**src/rtl/ddr_axi_master.sv**
```systemverilog
// Cache-line bridge to a DDR controller AXI4 slave: one 128-bit line per single-beat burst.
// Write-back and refill paths are independent FSMs and may overlap.
module ddr_axi_master (
    input  logic         clk,
    input  logic         rst,
    input  logic [127:0] wr_data,
    input  logic [26:0]  wr_addr,
    input  logic         wr_valid,
    output logic         wr_ready,
    input  logic [26:0]  rd_addr,
    input  logic         rd_avalid,
    output logic         rd_aready,
    output logic [127:0] rd_data,
    output logic         rd_valid,
    input  logic         rd_dready,
    output logic [26:0]  M_AXI_AWADDR,
    output logic [7:0]   M_AXI_AWLEN,
    output logic [2:0]   M_AXI_AWSIZE,
    output logic [1:0]   M_AXI_AWBURST,
    output logic         M_AXI_AWLOCK,
    output logic [3:0]   M_AXI_AWCACHE,
    output logic [2:0]   M_AXI_AWPROT,
    output logic [3:0]   M_AXI_AWQOS,
    output logic         M_AXI_AWVALID,
    input  logic         M_AXI_AWREADY,
    output logic [127:0] M_AXI_WDATA,
    output logic [15:0]  M_AXI_WSTRB,
    output logic         M_AXI_WLAST,
    output logic         M_AXI_WVALID,
    input  logic         M_AXI_WREADY,
    input  logic [1:0]   M_AXI_BRESP,
    input  logic         M_AXI_BVALID,
    output logic         M_AXI_BREADY,
    output logic [26:0]  M_AXI_ARADDR,
    output logic [7:0]   M_AXI_ARLEN,
    output logic [2:0]   M_AXI_ARSIZE,
    output logic [1:0]   M_AXI_ARBURST,
    output logic [1:0]   M_AXI_ARLOCK,
    output logic [3:0]   M_AXI_ARCACHE,
    output logic [2:0]   M_AXI_ARPROT,
    output logic [3:0]   M_AXI_ARQOS,
    output logic         M_AXI_ARVALID,
    input  logic         M_AXI_ARREADY,
    input  logic [127:0] M_AXI_RDATA,
    input  logic [1:0]   M_AXI_RRESP,
    input  logic         M_AXI_RLAST,
    input  logic         M_AXI_RVALID,
    output logic         M_AXI_RREADY
);
    localparam int unsigned ADDR_W = 27;
    localparam int unsigned DATA_W = 128;
    localparam int unsigned OFFS_W = 4;

    typedef enum logic [1:0] {W_IDLE, W_REQ, W_RESP} w_state_t;
    typedef enum logic [1:0] {R_IDLE, R_ADDR, R_DATA, R_HOLD} r_state_t;

    w_state_t w_state, w_state_nxt;
    r_state_t r_state, r_state_nxt;

    logic              wr_ready_nxt, aw_valid_nxt, w_valid_nxt, b_ready_nxt;
    logic [ADDR_W-1:0] aw_addr_nxt;
    logic [DATA_W-1:0] w_data_nxt;
    logic              rd_aready_nxt, ar_valid_nxt, r_ready_nxt, rd_valid_nxt;
    logic [ADDR_W-1:0] ar_addr_nxt;
    logic [DATA_W-1:0] rd_data_nxt;

    // Fixed single-beat, full-line, incrementing, normal-access burst attributes
    assign M_AXI_AWLEN   = 8'd0;
    assign M_AXI_AWSIZE  = 3'b100;
    assign M_AXI_AWBURST = 2'b01;
    assign M_AXI_AWLOCK  = 1'b0;
    assign M_AXI_AWCACHE = 4'b0011;
    assign M_AXI_AWPROT  = 3'd0;
    assign M_AXI_AWQOS   = 4'd0;
    assign M_AXI_WSTRB   = 16'hFFFF;
    assign M_AXI_WLAST   = 1'b1;
    assign M_AXI_ARLEN   = 8'd0;
    assign M_AXI_ARSIZE  = 3'b100;
    assign M_AXI_ARBURST = 2'b01;
    assign M_AXI_ARLOCK  = 2'b00;
    assign M_AXI_ARCACHE = 4'b0011;
    assign M_AXI_ARPROT  = 3'd0;
    assign M_AXI_ARQOS   = 4'd0;

    // Responses are not acted on and line offsets are always dropped
    logic unused_in;
    assign unused_in = ^{M_AXI_BRESP, M_AXI_RRESP, M_AXI_RLAST,
                         wr_addr[OFFS_W-1:0], rd_addr[OFFS_W-1:0]};

    // Write path next state; AW and W handshakes may complete in either order
    always_comb begin
        w_state_nxt  = w_state;
        wr_ready_nxt = wr_ready;
        aw_valid_nxt = M_AXI_AWVALID;
        w_valid_nxt  = M_AXI_WVALID;
        b_ready_nxt  = M_AXI_BREADY;
        aw_addr_nxt  = M_AXI_AWADDR;
        w_data_nxt   = M_AXI_WDATA;
        unique case (w_state)
            W_IDLE: if (wr_valid && wr_ready) begin
                aw_addr_nxt  = {wr_addr[ADDR_W-1:OFFS_W], OFFS_W'(0)};
                w_data_nxt   = wr_data;
                wr_ready_nxt = 1'b0;
                aw_valid_nxt = 1'b1;
                w_valid_nxt  = 1'b1;
                w_state_nxt  = W_REQ;
            end
            W_REQ: begin
                if (M_AXI_AWREADY) aw_valid_nxt = 1'b0;
                if (M_AXI_WREADY)  w_valid_nxt  = 1'b0;
                if ((!M_AXI_AWVALID || M_AXI_AWREADY) && (!M_AXI_WVALID || M_AXI_WREADY)) begin
                    b_ready_nxt = 1'b1;
                    w_state_nxt = W_RESP;
                end
            end
            W_RESP: if (M_AXI_BVALID) begin
                b_ready_nxt  = 1'b0;
                wr_ready_nxt = 1'b1;
                w_state_nxt  = W_IDLE;
            end
            default: w_state_nxt = W_IDLE;
        endcase
    end

    // Read path next state; the fetched line is held until the consumer takes it
    always_comb begin
        r_state_nxt   = r_state;
        rd_aready_nxt = rd_aready;
        ar_valid_nxt  = M_AXI_ARVALID;
        r_ready_nxt   = M_AXI_RREADY;
        rd_valid_nxt  = rd_valid;
        ar_addr_nxt   = M_AXI_ARADDR;
        rd_data_nxt   = rd_data;
        unique case (r_state)
            R_IDLE: if (rd_avalid && rd_aready) begin
                ar_addr_nxt   = {rd_addr[ADDR_W-1:OFFS_W], OFFS_W'(0)};
                rd_aready_nxt = 1'b0;
                ar_valid_nxt  = 1'b1;
                r_state_nxt   = R_ADDR;
            end
            R_ADDR: if (M_AXI_ARREADY) begin
                ar_valid_nxt = 1'b0;
                r_ready_nxt  = 1'b1;
                r_state_nxt  = R_DATA;
            end
            R_DATA: if (M_AXI_RVALID) begin
                rd_data_nxt  = M_AXI_RDATA;
                r_ready_nxt  = 1'b0;
                rd_valid_nxt = 1'b1;
                r_state_nxt  = R_HOLD;
            end
            R_HOLD: if (rd_dready) begin
                rd_valid_nxt  = 1'b0;
                rd_aready_nxt = 1'b1;
                r_state_nxt   = R_IDLE;
            end
            default: r_state_nxt = R_IDLE;
        endcase
    end

    always_ff @(posedge clk or posedge rst) begin
        if (rst) begin
            w_state       <= W_IDLE;
            wr_ready      <= 1'b1;
            M_AXI_AWVALID <= 1'b0;
            M_AXI_WVALID  <= 1'b0;
            M_AXI_BREADY  <= 1'b0;
            M_AXI_AWADDR  <= '0;
            M_AXI_WDATA   <= '0;
        end else begin
            w_state       <= w_state_nxt;
            wr_ready      <= wr_ready_nxt;
            M_AXI_AWVALID <= aw_valid_nxt;
            M_AXI_WVALID  <= w_valid_nxt;
            M_AXI_BREADY  <= b_ready_nxt;
            M_AXI_AWADDR  <= aw_addr_nxt;
            M_AXI_WDATA   <= w_data_nxt;
        end
    end

    always_ff @(posedge clk or posedge rst) begin
        if (rst) begin
            r_state       <= R_IDLE;
            rd_aready     <= 1'b1;
            M_AXI_ARVALID <= 1'b0;
            M_AXI_RREADY  <= 1'b0;
            rd_valid      <= 1'b0;
            M_AXI_ARADDR  <= '0;
            rd_data       <= '0;
        end else begin
            r_state       <= r_state_nxt;
            rd_aready     <= rd_aready_nxt;
            M_AXI_ARVALID <= ar_valid_nxt;
            M_AXI_RREADY  <= r_ready_nxt;
            rd_valid      <= rd_valid_nxt;
            M_AXI_ARADDR  <= ar_addr_nxt;
            rd_data       <= rd_data_nxt;
        end
    end
endmodule

```
**config.mk**
```make
export PLATFORM = sky130hd
export DESIGN_NAME = ddr_axi_master
export DESIGN_NICKNAME = d
export VERILOG_FILES = /design/src/rtl/ddr_axi_master.sv
export SDC_FILE = /design/constraint.sdc
export NUM_CORES = 1
export LEC_CHECK = 0
export ABC_AREA = 1
export ABC_CLOCK_PERIOD_IN_PS = 13900
export CAP_MARGIN = 0
export CORE_AREA = 3 3 274 276
export CTS_BUF_LIST = sky130_fd_sc_hd__clkbuf_16
export DETAILED_ROUTE_END_ITERATION = 8
export DIE_AREA = 0 0 277 279
export GPL_ROUTABILITY_DRIVEN = 0
export GPL_TIMING_DRIVEN = 1
export PLACE_DENSITY = 0.39
export SYNTH_ARGS = -nofsm -noshare
export SYNTH_HDL_FRONTEND = slang
export SYNTH_SLANG_ARGS = --single-unit
```
**constraint.sdc**
```tcl
create_clock -name clk -period 13.9 [get_ports clk]
set_input_delay 2.78 -clock clk [delete_from_list [all_inputs] [get_ports clk]]
set_output_delay 2.78 -clock clk [all_outputs]
set_load 0.02 [all_outputs]
```
Word level (Yosys, flattened, before mapping)
Index checks and enable logic that the tools add are counted.

storage, ports and cells
  register bits = 314
  output and inout port bits = 386
  word-level logic and storage cells = 89

operators by class
  eq/ne operators = 14
  mux-type cells = 32
  reduce and logical (&&, ||, !) cells = 29

operators with widths
  kind                  number
  $reduce_and A3 Y1     9
  $ne A2 B2 Y1 const B  9
  $pmux W1 S2           8
  $mux W1               15
  $mux W2               7
  $reduce_bool A2 Y1    7
  $pmux W2 S4           1
  $eq A2 B2 Y1 const B  3
  $pmux W2 S3           1
  $reduce_and A2 Y1     3
  $eq A2 B1 Y1 const B  2
  $logic_not A2 Y1      2
  $reduce_and A4 Y1     1
  $logic_and A1 B1 Y1   3
  $logic_not A1 Y1      2
  $logic_or A1 B1 Y1    2

Longest topological paths before layout
Gate-level depths: netlist of the first run.

  depth in word-level cells = 5
  gate-level depth with buffers = 8

Worst setup path before layout of the first run
No wires, ideal clock.

  kind = input -> register
  start point = input port wr_valid
  end point = register M_AXI_AWADDR[26]
  library setup time = 118 ps
  arrival = 3377 ps
  setup slack = 10406 ps
  cell stages on the path = 5
  buffers on the path = 2
  cells stage by stage = nand4_4 > buf_6 > buf_4 > nand2_1 > o21ai_2

between the ends
  cells in the longest elaborated chain, start to end = 2

RTL lines
  element                             RTL line  RTL
  start, declared                     8         input logic wr_valid,
  $logic_and A1 B1 Y1                 100       W_IDLE: if (wr_valid && wr_ready) begin
  $reduce_and A2 Y1 (no source line)  --
  end signal, assigned                176       M_AXI_AWADDR <= aw_addr_nxt;
  end, declared                       16        output logic [26:0] M_AXI_AWADDR,

Every way passes these cells.
A chain may end at the register's enable or synchronous reset.

Worst setup path after layout of the first run
  start point = input port M_AXI_RVALID
  end point = register rd_data[82]

between the ends
  cells in the longest elaborated chain, start to end = 1

RTL lines
  element                             RTL line  RTL
  start, declared                     47        input logic M_AXI_RVALID,
  $reduce_and A2 Y1 (no source line)  --
  end signal, assigned                197       rd_data <= rd_data_nxt;
  end, declared                       13        output logic [127:0] rd_data,

Every way passes these cells.

==> results of run 1 <==
worst paths after layout:
check	startpoint	to	slack, ns	cells after the start
max in group asynchronous	rst	rd_data[50]	9.63	3
hold reg to reg	rd_data[63]	rd_data[63]	0.48	2
min in group asynchronous	rst	rd_data[71]	2.73	2
setup / recovery	M_AXI_RVALID	rd_data[82]	8.98	6
setup reg to reg	r_state[0]	rd_data[82]	10.95	7
hold / removal	rd_data[63]	rd_data[63]	0.48	2
flip-flops by register name, summed over array words and instances (netlist names):
| signal | flops |
|---|---|
| M_AXI_AWADDR | 23 |
| M_AXI_ARVALID | 1 |
| r_state | 2 |
| wr_ready | 1 |
| rd_valid | 1 |
| M_AXI_RREADY | 1 |
| rd_aready | 1 |
| M_AXI_WVALID | 1 |
| M_AXI_AWVALID | 1 |
| rd_data | 128 |
| M_AXI_ARADDR | 23 |
| w_state | 2 |
| M_AXI_BREADY | 1 |
| M_AXI_WDATA | 128 |
area by class of cell:
| class | count | area (sq um) | share of cell area |
|---|---|---|---|
| tap | 959 | 1200 | 0.05662 |
| multi-input combinational | 861 | 3805 | 0.1796 |
| sequential | 314 | 7860 | 0.3709 |
| clock buffer | 45 | 1126 | 0.05314 |
| timing repair buffer | 628 | 6294 | 0.2970 |
| inverter | 190 | 723.2 | 0.03413 |
| antenna | 1 | 2.502 | 0.0001181 |
| clock inverter | 31 | 180.2 | 0.008503 |
layer usage:
layer | vias up | track usage | share of wire
li1 | 5371 | - | -
met1 | 4835 | 0.1303 | 0.38
met2 | 423 | 0.1997 | 0.49
met3 | 63 | 0.05234 | 0.10
met4 | 2 | 0.03381 | 0.024
met5 | - | 0 | 0.00036
Yosys cell counts:
library cell / instances / share of area
dfstp_2: 2 / 0.0040
o21ai_0: 78 / 0.030
nand4_4: 1 / 0.0016
nor2_1: 5 / 0.0014
o21bai_1: 2 / 0.0011
conb_1: 2 / 0.00057
buf_4: 90 / 0.051
dfrtp_1: 312 / 0.59
or2_2: 1 / 0.00048
a21oi_1: 1 / 0.00038
o21ai_2: 70 / 0.047
a22oi_1: 1 / 0.00057
inv_2: 3 / 0.00086
nand2_1: 583 / 0.17
buf_6: 23 / 0.020
o21ai_1: 31 / 0.012
nand3_1: 7 / 0.0027
clkbuf_1: 9 / 0.0026
inv_1: 187 / 0.053
nand4_1: 1 / 0.00048
ha_1: 4 / 0.0038
buf_2: 20 / 0.0076
logic make-up after synthesis:
family	after synthesis
and+or+nand+nor	598
AOI/OAI and AO/OA	183
adders and majority gates	4
buffers and inverters	332
other	2
DFF	314
where the power goes:
part           switching (mW)  internal, mW  leakage [nW]
combinational            1.23         0.999          5.70
clock                   0.422         0.615         0.678
sequential              0.227          1.34          3.93
total                    1.88          2.95          10.3
stage by stage:
step,util,worst slack (ns),power (mW)
global route,0.2909,8.733,5.155
finish,0.2909,8.984,4.826
CTS,0.2909,8.849,4.940
detailed placement,0.2730,8.271,3.845
global placement,0.2730,8.266,3.832
floorplan,-,2.437,2.717
critical path, stage by stage:
cell and delay (ns):
clkdlybuf4s50_1 0.52, nand2_4 0.32, inv_4 0.54, buf_4 0.75, nand2_1 0.26, nand2_1 0.13
cells in the final DEF (no fill, tap or decap), types with 2 or more instances in the layout:
master / netlist / layout
clkdlybuf4s50_1: 0 / 621
nand2_1: 583 / 582
dfrtp_1: 312 / 312
inv_1: 187 / 196
o21ai_0: 78 / 78
conb_1: 2 / 76
o21ai_2: 70 / 70
clkbuf_16: 0 / 45
o21ai_1: 31 / 31
clkinv_1: 0 / 12
nand3_1: 7 / 7
clkinv_2: 0 / 6
nor2_1: 5 / 5
buf_4: 90 / 5
ha_1: 4 / 4
inv_2: 3 / 2
o21bai_1: 2 / 2
bufinv_16: 0 / 2
buf_12: 0 / 2
dfstp_2: 2 / 2
==> results.md, run 1 <==
* Outcome: complete, no violations
* Average wire per standard cell at 15.52 um
* Avg Cell Area, Syn at between 9 and 10 sq um
* Pwr dens at around 230 mW/mm^2
* Synth Area in Simple Gates at 0.1729
* FF+latch count, synth at roughly 310
* DRT antenna net count at 0
* Remaining DRCs at 0
* Final WL at between 40 and 50 mm
* DIE WIDTH at ~280 um
* Post-synthesis sequential area ratio at 0.5972
* Drt pass-1 iters at 4
* GRT overflow at 0
* # setup viols final at 0
* CP required at between 10 and 15 ns
* 1st-iter DRT viols at between 500 and 600
* Vias at about 11,000
* Synth warn at 0
* Synth unique cells at 22
* Io pins at between 700 and 800
* WS Path Type: input pin to flop
* Clk slew on worst S/H paths at 0.05 ns
* # placed instances at roughly 3,000
* Post-CTS sizing at 0
* Worst-margin pin slew at approximately 1.1 ns
* Min cycle time layout at between 4 and 5 ns
* Global-route wire length before repair at between 60 and 70 mm
* Worst Skew at 0.01132 ns
* Worst-Skew Late Latency at between 0.5 and 0.6 ns
* Vias in the first global route at around 11,000
* Count of pins over their slew limit at 0
* RSZ-0062 raised after global routing: no
* VDD IR max at 0.00009935 V
* Clock sink total at about 310
* Synth Area in XOR/XNOR at 0
* WP data arrival at between 5 and 6 ns
* Part of the cycle the worst path needs at 0.3537
* Cell area after synthesis at 0.01316 sq mm
* Slew HR at 0.2945
* Rows at 99
* I/O Buffers at approximately 620
* Post-DP Area at 0.01988 sq mm
* Fill cells at roughly 7,600
* # nets final at ~2,400
* Root Buffer: clkbuf_16
* Hold buffers post-CTS at 0
* Post-Synthesis Cells at 1,433
* Fmax at slightly above 200 MHz
* Setup crit end kind: flop
* Die ar. at around 0.077 sq mm
* Largest family of logic cells by synthesized area: simple AND/OR/NAND/NOR gates
* Core footprint at ~0.073 sq mm
* H-tree depth at 2
* Tightest Hold Check Type: flop to flop
* Die Height at between 200 and 300 um
* Post-route cell area at 0.02119 sq mm
* Post-synthesis mux area share at 0
* Starting Density at 0.1807
* Synth Area in Compound Gates at 0.09012
* Fraction of layout cells with a size suffix above 1 at 0.06767
* Post-CTS setup buffers at 0
* CTS Buffer Depth at 3
* Antenna violations before repair at 4
* Area Growth Syn to Fin at 61.00%
* Total GRT Usage at 0.1164
* Worst Setup Start Kind: input pin
* DP HPWL at 33.79 mm
* Maximum fanout along the worst path at 81
* Finished Layout Cells at 3,029
* Largest net degree at the start of global routing at 207
* WHS at roughly 0.48 ns
* Number of vias per cell at 3.531
* TritonCTS buffer count at 42
* CTS tree: built
* Setup TNS at 0 ns
* Static Leak at 10.31 nW
* Post-synthesis adder-cell area fraction at 0.003803
* Max-cap violations at 0
* Final Hold Fails at 0
(Power assumes the default switching activity.)
==> run 2, diff against run 1 <==
==> config.mk (replaced) <==
export PLATFORM = sky130hd
export DESIGN_NAME = ddr_axi_master
export DESIGN_NICKNAME = d
export VERILOG_FILES = /design/src/rtl/ddr_axi_master.sv
export SDC_FILE = /design/constraint.sdc
export NUM_CORES = 1
export LEC_CHECK = 0
export ABC_AREA = 1
export ABC_CLOCK_PERIOD_IN_PS = 4300
export CAP_MARGIN = 0
export CORE_AREA = 3 3 277 279
export CTS_BUF_LIST = sky130_fd_sc_hd__clkbuf_16
export DETAILED_ROUTE_END_ITERATION = 8
export DIE_AREA = 0 0 280 282
export GPL_ROUTABILITY_DRIVEN = 0
export GPL_TIMING_DRIVEN = 1
export PLACE_DENSITY = 0.4
export SYNTH_ARGS = -nofsm -noshare
export SYNTH_HDL_FRONTEND = slang
export SYNTH_SLANG_ARGS = --single-unit
==> constraint.sdc (replaced) <==
create_clock -name clk -period 4.3 [get_ports clk]
set_input_delay 0.86 -clock clk [delete_from_list [all_inputs] [get_ports clk]]
set_output_delay 0.86 -clock clk [all_outputs]
set_load 0.02 [all_outputs]
==> results.md, run 2 (same netlist as run 1, synthesis figures left out) <==
* Outcome: complete, no violations
* Worst-Skew Late Latency at 0.53 ns (-0.02 ns)
* CTS Buffer Depth at 3 (unchanged)
* WP data arrival at 1.74 ns (-3.65 ns)
* Largest net degree at the start of global routing at 97 (-53%)
* Final WL at 46.01 mm (-2.2%)
* Antenna violations before repair at 3 (-1)
* Worst Setup Start Kind: flop
* Drt pass-1 iters at 4 (unchanged)
* Clock power frac at 0.200 (-0.015)
* Die ar. at 0.07896 sq mm (+2.2%)
* Maximum fanout along the worst path at 3 (-96%)
* Hold buffers post-CTS at 0 (unchanged)
* DP HPWL at 34.65 mm (+2.5%)
* DRT antenna net count at 0 (unchanged)
* Io pins at 711 (unchanged)
* I/O Buffers at 621 (unchanged)
* RSZ-0062 raised after global routing: no
* VDD IR max at 0.0003079 V (+210%)
* Max-cap violations at 0 (unchanged)
* Post-CTS setup buffers at 0 (unchanged)
* Global-route wire length before repair at 67.97 mm (-2.8%)
* DIE WIDTH at 280 um (+1.1%)
* Part of the cycle the worst path needs at 0.6041
* Vias at 10,828 (+1.3%)
* Fill cells at 7,900 (+3.4%)
* Die Height at 282 um (+1.1%)
* Static Leak at 10.35 nW (+0.44%)
* Rows at 100 (+1.0%)
* Logic pwr share at 0.470 (+0.009)
* Remaining DRCs at 0 (unchanged)
* Pint at 9.347 mW (+220%)
* Fmax at 385.0 MHz
* Min cycle time layout at between 2 and 3 ns
* CP bufs+invs at 1 (-2)
* Switching Power at 5.973 mW (+220%)
* Slowest cell on crit path: clkdlybuf4s50_1
* Final core occ at 0.2855 (-0.005391)
* Starting Density at 0.1768 (-0.003912)
* Root Buffer: clkbuf_16
* Switching part of the total power at 0.3899 (+0.001001)
* H-tree depth at 2 (unchanged)
* Count of pins over their slew limit at 0 (unchanged)
* # nets final at 2,382 (+0.68%)
* Average wire per standard cell at 15.08 um (-2.9%)
* 1st-iter DRT viols at 353 (-33%)
* Clk slew on worst S/H paths at 0.05 ns (about the same)
* Vias in the first global route at 11,102 (+1.3%)
* CP required at 3.44 ns (-10.93 ns)
* TritonCTS buffer count at 40 (-4.8%)
* Flop pwr share at 0.330 (+0.006)
* WS Path Type: flop to output pin
* CTS tree: built
* Tightest Hold Check Type: flop to flop
* Crit-path leading delay family: buffers and inverters
* Setup crit end kind: output pin
* Min-delay src: rd_data[29]
* # placed instances at 2,980 (+0.95%)
* Core footprint at 0.07445 sq mm (+2.2%)
* Worst-margin pin slew at 0.9498 ns (-0.1085 ns)
* Slew HR at 0.3668 (+0.07233)
* Pwr dens at 720.7 mW/mm^2 (+220%)
* GRT overflow at 0 (unchanged)
* Critical path, cell by cell: clkdlybuf4s50_1
* Total GRT Usage at 0.1109 (-0.005473)
* Commonest non-fill, non-tap cell in the layout: clkdlybuf4s50_1
* Clock sink total at 314 (unchanged)
* # setup viols final at 0 (unchanged)
* Post-CTS sizing at 0 (unchanged)
* Fraction of layout cells with a size suffix above 1 at 0.07205 (+0.004381)
* Worst Skew at 0.009948 ns (-0.001371 ns)
* Finished Layout Cells at 3,051 (+0.73%)
* Antenna diodes at 0 (-1)
* Reg2reg start: r_state[0]
* Area Growth Syn to Fin at 61.52%
* Slowest Stage Delay on Critical Path at 0.65 ns (-0.10 ns)
* Final Hold Fails at 0 (unchanged)
* CP startpoint: wr_ready
* Top Registers: M_AXI_WDATA: 128 flops, rd_data: 128 flops
* Number of vias per cell at 3.549 (+0.52%)
* Most frequent cells in the layout: clkdlybuf4s50_1 (621), nand2_1 (582), dfrtp_1 (312)
[run 2: changes by cell type in the layout (fill, tap and decap cells not counted)]
| cell | change |
|---|---|
| inv_8 | -1 |
| diode_2 | -1 |
| inv_1 | +3 |
| clkbuf_16 | -4 |
| buf_4 | +13 |
| buf_12 | +5 |
| clkinv_2 | -2 |
| bufinv_16 | -1 |
[run 2: metrics by stage]
stage          setup TNS [ns]  total power, mW  setup slack, ns  area (sq um)  hold slack [ns]
2_1_floorplan         -231.27            8.785          -0.7412         13440           0.5243
3_3_place_gp                0            12.40            1.306         20090           0.4619
3_5_place_dp                0            12.44            1.262         20090           0.4651
4_1_cts                     0            15.68            1.620         21260           0.4803
5_1_grt                     0            16.38            1.622         21260           0.4909
6_report                    0            15.32            1.703         21260           0.4750
[run 2: metal layers]
layer	vias to the layer above	global-route usage	share of wire
li1	5403	-	-
met1	4939	0.1240	0.39
met2	422	0.1947	0.49
met3	60	0.04596	0.096
met4	4	0.02988	0.022
met5	-	0	0.00043
[run 2: path summary, 6_finish.rpt]
path	to	slack, ns	cells past startpoint
worst max-delay path	wr_ready	1.70	1
worst min-delay path	rd_data[29]	0.48	2
worst max register to register	rd_data[87]	2.03	7
worst min register to register	rd_data[29]	0.48	2
max in group asynchronous	M_AXI_WDATA[70]	2.37	4
min in group asynchronous	rd_data[12]	0.79	2
[run 2: power by group through the flow]
stage,Sequential (mW),Clock [mW],Combinational [mW]
after floorplan,6.67,0,2.12
after CTS,5.08,3.23,7.37
after detailed placement,5.09,0,7.35
final,5.06,3.06,7.20
after global routing,5.23,3.34,7.81
after global placement,5.06,0,7.34
[run 2: tightest hold or removal path: stages, from the launching register on]
cell and delay, ns:
dfrtp_1 0.33, nand2_1 0.05, nand2_1 0.06
[run 2: cell type report]
| cell class | count | area (sq um) | share of cell area |
|---|---|---|---|
| Multi-Input combinational cell | 861 | 3805 | 0.1790 |
| Clock inverter | 30 | 143.9 | 0.006769 |
| Sequential cell | 314 | 7860 | 0.3697 |
| Clock buffer | 41 | 1026 | 0.04826 |
| Inverter | 190 | 719.4 | 0.03384 |
| Timing Repair Buffer | 646 | 6491 | 0.3054 |
| Tap cell | 969 | 1212 | 0.05703 |
